`src/rtl/uart_pkt_tx_pkg.sv`:
```
// rtl/uart_pkt_tx_pkg.sv - shared constants and FSM encoding for the UART packet framer
// Contents: TX FIFO count width, sync byte, CRC-8 polynomial, 3-bit framer state enum.
package uart_pkt_tx_pkg;

    localparam int         TF_COUNT_W    = 5;
    localparam logic [7:0] PKT_SYNC      = 8'h7E;
    localparam logic [7:0] PKT_CRC8_POLY = 8'h07;

    typedef enum logic [2:0] {
        ST_IDLE  = 3'd0,
        ST_SYNC  = 3'd1,
        ST_LEN   = 3'd2,
        ST_DATA  = 3'd3,
        ST_CHECK = 3'd4
    } pkt_state_t;

endpackage

```
`src/rtl/uart_pkt_crc8.sv`:
```
// rtl/uart_pkt_crc8.sv - one-byte CRC-8 step (poly 0x07, MSB first, no reflection)
// Ports: i_crc  - running CRC value
//        i_byte - byte to fold in
//        o_crc  - CRC after folding i_byte
module uart_pkt_crc8
    import uart_pkt_tx_pkg::*;
(
    input  logic [7:0] i_crc,
    input  logic [7:0] i_byte,
    output logic [7:0] o_crc
);

    logic [7:0] w_c;

    always_comb begin
        w_c = i_crc ^ i_byte;
        for (int i = 0; i < 8; i++) begin
            w_c = w_c[7] ? ({w_c[6:0], 1'b0} ^ PKT_CRC8_POLY) : {w_c[6:0], 1'b0};
        end
        o_crc = w_c;
    end

endmodule

```
`src/rtl/uart_pkt_tx.sv`:
```
// rtl/uart_pkt_tx.sv - packet framer feeding the UART TX FIFO: SYNC, LEN, payload, CHECK
// Build option: UART_PKT_CRC8_EN selects CRC-8 for CHECK; otherwise two's-complement sum.
// Ports: clk, rst_n (async, active-low)
//        pkt_start/pkt_len - frame request and payload length (1..255), sampled in IDLE
//        pkt_data/pkt_valid/pkt_ready - payload byte handshake
//        tf_count - TX FIFO fill level; tdr/tf_push - registered byte and push strobe
//        busy, pkt_done, pkt_err - frame status
module uart_pkt_tx
    import uart_pkt_tx_pkg::*;
#(
    parameter int         FIFO_DEPTH = 16,
    parameter logic [7:0] SYNC_BYTE  = PKT_SYNC
) (
    input  logic                  clk,
    input  logic                  rst_n,
    input  logic                  pkt_start,
    input  logic [7:0]            pkt_len,
    input  logic [7:0]            pkt_data,
    input  logic                  pkt_valid,
    output logic                  pkt_ready,
    input  logic [TF_COUNT_W-1:0] tf_count,
    output logic [7:0]            tdr,
    output logic                  tf_push,
    output logic                  busy,
    output logic                  pkt_done,
    output logic                  pkt_err
);

    localparam logic [TF_COUNT_W:0] DEPTH_L = (TF_COUNT_W + 1)'(FIFO_DEPTH);

    pkt_state_t r_state, w_state_nxt;
    logic [7:0] r_rem, w_rem_nxt;
    logic [7:0] r_len, w_len_nxt;
    logic [7:0] r_chk, w_chk_nxt;
    logic [7:0] r_tdr, w_tdr_nxt;
    logic       r_push, w_push_nxt;
    logic       r_busy, w_busy_nxt;
    logic       r_done, w_done_nxt;
    logic       r_err, w_err_nxt;

    logic       w_slot;
    logic [7:0] w_fold_byte;
    logic [7:0] w_chk_fold;
    logic [7:0] w_chk_byte;

    // A push is never decided in the cycle a push is visible, so tf_count
    // has already absorbed the previous push when it is compared here.
    assign w_slot      = !r_push && ({1'b0, tf_count} < DEPTH_L);
    assign w_fold_byte = (r_state == ST_LEN) ? r_len : pkt_data;

`ifdef UART_PKT_CRC8_EN
    uart_pkt_crc8 u_crc8 (
        .i_crc  (r_chk),
        .i_byte (w_fold_byte),
        .o_crc  (w_chk_fold)
    );
    assign w_chk_byte = r_chk;
`else
    assign w_chk_fold = r_chk + w_fold_byte;
    // Negated running sum makes LEN + payload + CHECK == 0 mod 256.
    assign w_chk_byte = 8'd0 - r_chk;
`endif

    always_comb begin
        w_state_nxt = r_state;
        w_rem_nxt   = r_rem;
        w_len_nxt   = r_len;
        w_chk_nxt   = r_chk;
        w_tdr_nxt   = r_tdr;
        w_push_nxt  = 1'b0;
        w_busy_nxt  = r_busy;
        w_done_nxt  = 1'b0;
        w_err_nxt   = 1'b0;
        pkt_ready   = 1'b0;

        case (r_state)
            ST_IDLE: begin
                if (pkt_start) begin
                    if (pkt_len == 8'd0) begin
                        w_err_nxt = 1'b1;
                    end else begin
                        w_len_nxt   = pkt_len;
                        w_rem_nxt   = pkt_len;
                        w_chk_nxt   = 8'd0;
                        w_busy_nxt  = 1'b1;
                        w_state_nxt = ST_SYNC;
                    end
                end
            end
            ST_SYNC: begin
                if (w_slot) begin
                    w_tdr_nxt   = SYNC_BYTE;
                    w_push_nxt  = 1'b1;
                    w_state_nxt = ST_LEN;
                end
            end
            ST_LEN: begin
                if (w_slot) begin
                    w_tdr_nxt   = r_len;
                    w_push_nxt  = 1'b1;
                    w_chk_nxt   = w_chk_fold;
                    w_state_nxt = ST_DATA;
                end
            end
            ST_DATA: begin
                pkt_ready = w_slot;
                if (pkt_valid && w_slot) begin
                    w_tdr_nxt  = pkt_data;
                    w_push_nxt = 1'b1;
                    w_chk_nxt  = w_chk_fold;
                    w_rem_nxt  = r_rem - 8'd1;
                    if (r_rem == 8'd1) begin
                        w_state_nxt = ST_CHECK;
                    end
                end
            end
            ST_CHECK: begin
                if (w_slot) begin
                    w_tdr_nxt   = w_chk_byte;
                    w_push_nxt  = 1'b1;
                    w_done_nxt  = 1'b1;
                    w_busy_nxt  = 1'b0;
                    w_state_nxt = ST_IDLE;
                end
            end
            default: begin
                w_state_nxt = ST_IDLE;
                w_busy_nxt  = 1'b0;
            end
        endcase

        // A start request while a frame is in flight is refused, not queued.
        if (pkt_start && (r_state != ST_IDLE)) begin
            w_err_nxt = 1'b1;
        end
    end

    always_ff @(posedge clk or negedge rst_n) begin
        if (!rst_n) begin
            r_state <= ST_IDLE;
            r_rem   <= 8'd0;
            r_len   <= 8'd0;
            r_chk   <= 8'd0;
            r_tdr   <= 8'd0;
            r_push  <= 1'b0;
            r_busy  <= 1'b0;
            r_done  <= 1'b0;
            r_err   <= 1'b0;
        end else begin
            r_state <= w_state_nxt;
            r_rem   <= w_rem_nxt;
            r_len   <= w_len_nxt;
            r_chk   <= w_chk_nxt;
            r_tdr   <= w_tdr_nxt;
            r_push  <= w_push_nxt;
            r_busy  <= w_busy_nxt;
            r_done  <= w_done_nxt;
            r_err   <= w_err_nxt;
        end
    end

    assign tdr      = r_tdr;
    assign tf_push  = r_push;
    assign busy     = r_busy;
    assign pkt_done = r_done;
    assign pkt_err  = r_err;

endmodule

```
`config.mk`:
```
export PLATFORM = sky130hd
export DESIGN_NAME = uart_pkt_tx
export DESIGN_NICKNAME = d
export VERILOG_FILES = /design/src/rtl/uart_pkt_tx_pkg.sv /design/src/rtl/uart_pkt_crc8.sv /design/src/rtl/uart_pkt_tx.sv
export SDC_FILE = /design/constraint.sdc
export NUM_CORES = 1
export LEC_CHECK = 0
export BUFFER_PORTS_ARGS = -buffer_cell sky130_fd_sc_hd__buf_2
export CORE_MARGIN = 3
export CORE_UTILIZATION = 51
export DETAILED_ROUTE_END_ITERATION = 7
export GPL_TIMING_DRIVEN = 0
export PLACE_DENSITY = 0.72
export SLEW_MARGIN = 20
export SYNTH_ARGS = -nofsm -noshare
export SYNTH_HDL_FRONTEND = slang
export SYNTH_SLANG_ARGS = --single-unit
```
`constraint.sdc`:
```
create_clock -name clk -period 6.6 [get_ports clk]
set_clock_uncertainty 0.05 [all_clocks]
set_input_delay 0.66 -clock clk [delete_from_list [all_inputs] [get_ports clk]]
set_output_delay 0.66 -clock clk [all_outputs]
set_load 0.02 [all_outputs]
```
# After elaboration in Yosys (flattened, before gate mapping)
# Index checks and enable logic that the tools add are counted.
totals:
  reg_bits: 39
  inputBits: 25
  out_inout_bits: 13
  word_cells: 81
classes:
  addsub: 3
  n_lt_le_gt_ge: 1
  eq_ne: 12
  muxes: 36
  n_bitwise: 2
  n_reduce_logical: 18
ops:
  columns: ["op", "n"]
  rows:
  - ["$mux 8", 12]
  - ["$pmux 8 s4", 1]
  - ["$pmux 8 s3", 1]
  - ["$mux 3", 7]
  - ["$pmux 8 s2", 1]
  - ["$pmux 3 s5", 1]
  - ["$ne 2x2->1 const B", 7]
  - ["$mux 1", 11]
  - ["$reduce_and 5->1", 2]
  - ["$add 8x8->8", 1]
  - ["$eq 8x1->1 const B", 1]
  - ["$logic_not 8->1", 1]
  - ["$reduce_and 4->1", 2]
  - ["$sub 1x8->8 const A", 1]
  - ["$sub 8x1->8 const B", 1]
  - ["$reduce_and 7->1", 1]
  - ["$eq 3x2->1 const B", 2]
  - ["$reduce_bool 3->1", 2]
  - ["$reduce_or 3->1", 2]
  - ["$lt 5x5->1 const B", 1]
  - ["$reduce_bool 4->1", 1]
  - ["$eq 3x1->1 const B", 1]
  - ["$eq 3x3->1 const B", 1]
  - ["$logic_and 1x1->1", 3]
  - ["7 further kinds", 8]

# Longest topological paths before layout
logic_depth:
  word_depth: 5
  mapped_depth: 12
  mapped_depth_nobuf: 10

# Worst setup path after synthesis
# No wires, ideal clock.
synth_path:
  path_kind: "reg2reg"
  startpoint: "register r_state[0]"
  endpoint: "register r_chk[6]"
  setup_time_ps: 120
  arrival_time_ps: 2508
  required_time_ps: 6430
  setup_slack_ps: 3922
  stages_incl_launch_ff: 13
  path_buffers: 2
  synth_period_minus_slack_ps: 2678
  cell_sequence: "dfrtp_1 -> buf_6 -> nor3b_2 -> buf_4 -> mux2_2 -> ha_1 -> inv_1 -> fa_1 -> nor2b_1 -> o31a_1 -> o21a_1 -> or3_1 -> a31o_1"
synth_via:
  elab_chain_cells: 5
  elab_cells_between_ends: 14
  cone_classes: "add/sub: 1; eq/ne: 6; mux: 4; reduce/logical: 3"
synth_lines:
  columns: ["element", "line", "rtl"]
  rows:
  - ["start, declared", "uart_pkt_tx.sv:31", "pkt_state_t r_state, w_state_nxt;"]
  - ["start signal, assigned", "uart_pkt_tx.sv:150", "r_state <= w_state_nxt;"]
  - ["$eq 3x2->1", "uart_pkt_tx.sv:49, uart_pkt_tx.sv:76", null]
  - ["$mux 8", "uart_pkt_tx.sv:49", "assign w_fold_byte = (r_state == ST_LEN) ? r_len : pkt_data;"]
  - ["$add 8x8->8", "uart_pkt_tx.sv:59", "assign w_chk_fold = r_chk + w_fold_byte;"]
  - ["$mux 8, on equally long branches", "uart_pkt_tx.sv:107, uart_pkt_tx.sv:98", null]
  - ["$pmux 8 s3", "uart_pkt_tx.sv:76", "case (r_state)"]
  - ["end signal, assigned", "uart_pkt_tx.sv:153", "r_chk <= w_chk_nxt;"]
  - ["end, declared", "uart_pkt_tx.sv:34", "logic [7:0] r_chk, w_chk_nxt;"]
# Several ways; a longest one is shown, not always the timed one. The select of a mux whose other input is x is not followed.
# A chain may end at the register's enable or synchronous reset.

# Worst setup path after layout
# Ends and elaborated chain as after synthesis.

==> impl_metrics.ini <==
[layout]
layout.cells.non_filler = 361
area_delta_synth_final_pct = 13.4
drive_gt1_frac = 0.316
final_cell_mix = 39 x dfrtp_1, 38 x buf_2, 20 x nand2_1
diodes = 0
fin_nets = 329
layout.cells.most_common = dfrtp_1
utilization = 0.614

[yosys]
synth_top_cell_area_share = 0.374
synth_warnings = 0
synth_compound_area_frac = 0.237
ys_async_sr_fraction = 1.00
ys_seq_area_frac = 0.374
yosys.area_share.adder = 0.0557
syn-cell-area_um2 = 2610
ys_seq_elements = 39
avgSynthCellArea_um2 = 10.3
synth_top_family_by_area = compound AO/OA/AOI/OAI gates
syn_inst = 253
synthDistinctLibCells = 61
ys_top_cells_by_area = dfrtp_1 37%, mux2_2 6.0%, ha_1 4.8%, mux2i_1 3.5%, nand2_1 2.9%
yosys.area_share.simple = 0.154
synth-main-ff-cell = dfrtp_1
synth_xor_area_frac = 0.0269
synth_top_cell_by_area = dfrtp_1
synth_fp_nets = 289
synth_edf_count = 0
synth_mux_area_frac = 0.0950

[worst_setup_path]
start_kind = flip-flop
path_class = flip-flop to flip-flop
crit_fanout = 9
arrival_ps = 3040
end_kind = flip-flop
worstPathRequired_ps = 6740

[clocking]
cts-root-buf = clkbuf_8
insertion_delay_ps = 290
numCtsBuffers = 5
cts_resized = 0
htreeDepth = 2
cts_tree = done
ctsHoldBuffers = 0
clockBufferDepth = 2
postCtsSetupBuffers = 0
clkSinkCount = 39
clk_pin_slew_ps = 80

[global_route]
grt-ovfl-total = 0
first_global_vias = 2050
grt_max_degree = 40
antenna_found_initial = 0
grt_use_total = 0.209
grt_pass1_wl_um = 9970

[sta]
fin_tns_setup_ps = 0
rsz0062_at_grt = false
holdWs_ps = 422
worst_pin_slew_ps = 869
slew_viol_final = 0
post-route-period-util = 0.440
finalCriticalPeriod_ps = 2910
hold_viol_final = 0
fmax_mhz = 344
relSlewSlack = 0.421
setup_viol = 0

[drt]
antenna_left = 0
vias = 2101
first_pass_iters = 4
wl_per_cell_um = 16.3
drc = 0
routed_wl_um = 5870
drtIter0Drc = 119
drt-vias-per-instance = 5.82

[hold_path]
hold_class = primary input to async pin

[floorplan]
initial_core_util = 0.541
num_io_pins = 38
coreArea_um2 = 4820
dieArea_um2 = 6010
die_x_um = 77.5
fp-row-count = 25
die_y_um = 77.5

[power_and_ir_drop]
power.leakage_nw = 1.28
vdd_drop_max_uv = 206
powerDensity_nw_per_um2 = 536

[outcome]
status = finished clean

[place]
dp_cells = 353
io_buffers = 33
dp_hpwl_um = 4390
gp_congestion = 0.841

[run]
drv_cap = 0
## report_power, final
group / internal, W / switching, W / total [W]
clock network: 0.0000955 / 0.0000844 / 0.000180
logic: 0.000433 / 0.000537 / 0.000970
registers: 0.000346 / 0.0000885 / 0.000435
total: 0.000874 / 0.000710 / 0.00158
## Yosys cell counts (2+ instances only)
library cell	n
dfrtp_1	39
nand2_1	20
mux2_2	14
nor2_1	13
ha_1	10
inv_1	10
o21ai_0	10
a21oi_1	9
mux2i_1	9
nand3_1	8
a21oi_2	6
nor3_1	6
o22a_1	6
o22ai_1	6
buf_2	5
buf_6	4
nor2b_1	4
xnor2_1	4
xor2_1	4
a22oi_1	3
nor4_1	3
nor4_2	3
o21a_1	3
o21ai_2	3
o2bb2ai_1	3
o31ai_2	3
a21o_1	2
and3b_1	2
buf_4	2
clkbuf_1	2
nand2b_1	2
o21ai_1	2
o2bb2ai_2	2
o31a_1	2
o32a_1	2
or3_1	2
## logic make-up (layout without fill, tap and decap cells)
family                   count (synthesis)  after routing
XOR/XNOR                                 8              8
adder cells (fa/ha/maj)                 11             11
AO/OA/AOI/OAI                           75             75
multiplexers                            23             23
AND/OR/NAND/NOR                         73             73
flip-flops                              39             39
buffers and inverters                   24             65
## final timing paths
kind                                   startpoint                   end  cells after the start  slack [ps]
max                        r_state[0]$_DFFE_PN0P_  r_chk[6]$_DFFE_PN0P_                     12        3690
min                                         rst_n  r_chk[1]$_DFFE_PN0P_                      1         420
max reg2reg                r_state[0]$_DFFE_PN0P_  r_chk[6]$_DFFE_PN0P_                     12        3690
min reg2reg                  r_rem[7]$_DFFE_PN0P_  r_rem[7]$_DFFE_PN0P_                      1         450
max in group asynchronous                   rst_n  r_rem[2]$_DFFE_PN0P_                      1        5520
min in group clk             r_rem[7]$_DFFE_PN0P_  r_rem[7]$_DFFE_PN0P_                      1         450
## area by class of cell
class | count | area, um^2
fill | 412 | 1860
clock buffer | 8 | 100
timing repair buffer | 33 | 165
tap | 67 | 83.8
multi-input combinational | 190 | 1480
buffer | 14 | 113
inverter | 10 | 37.5
sequential | 39 | 976
## worst max-delay path: stages, from the launching register on
cell	delay, ps
dfrtp_1	380
buf_6	140
nor3b_2	150
buf_4	200
mux2_2	360
ha_1	200
inv_1	70
fa_1	190
nor2b_1	80
o31a_1	270
o21a_1	190
or3_1	310
a31o_1	210
## sequential cells by signal (all words and copies together), names as in the netlist
| register | count |
|---|---|
| r_state | 3 |
| pkt_done | 1 |
| pkt_err | 1 |
| r_len | 8 |
| tdr | 8 |
| r_chk | 8 |
| r_rem | 8 |
| busy | 1 |
| tf_push | 1 |
## per-stage QoR
step	instance area, um^2	worst slack (ps)	power, W
floorplan	2610	3920	0.00119
global placement	2860	3770	0.00138
detailed placement	2860	3720	0.00140
CTS	2960	3690	0.00159
global route	2960	3570	0.00171
finish	2960	3690	0.00158
## per-layer routing
| layer | GRT usage | routed length [um] | up-vias |
|---|---|---|---|
| li1 | - | - | 1020 |
| met1 | 0.293 | 2870 | 1023 |
| met2 | 0.329 | 2640 | 52 |
| met3 | 0.0360 | 287 | 6 |
| met4 | 0.0676 | 76 | 0 |
| met5 | 0 | 0 | - |
Note: power is estimated with default switching activity, not from simulation.
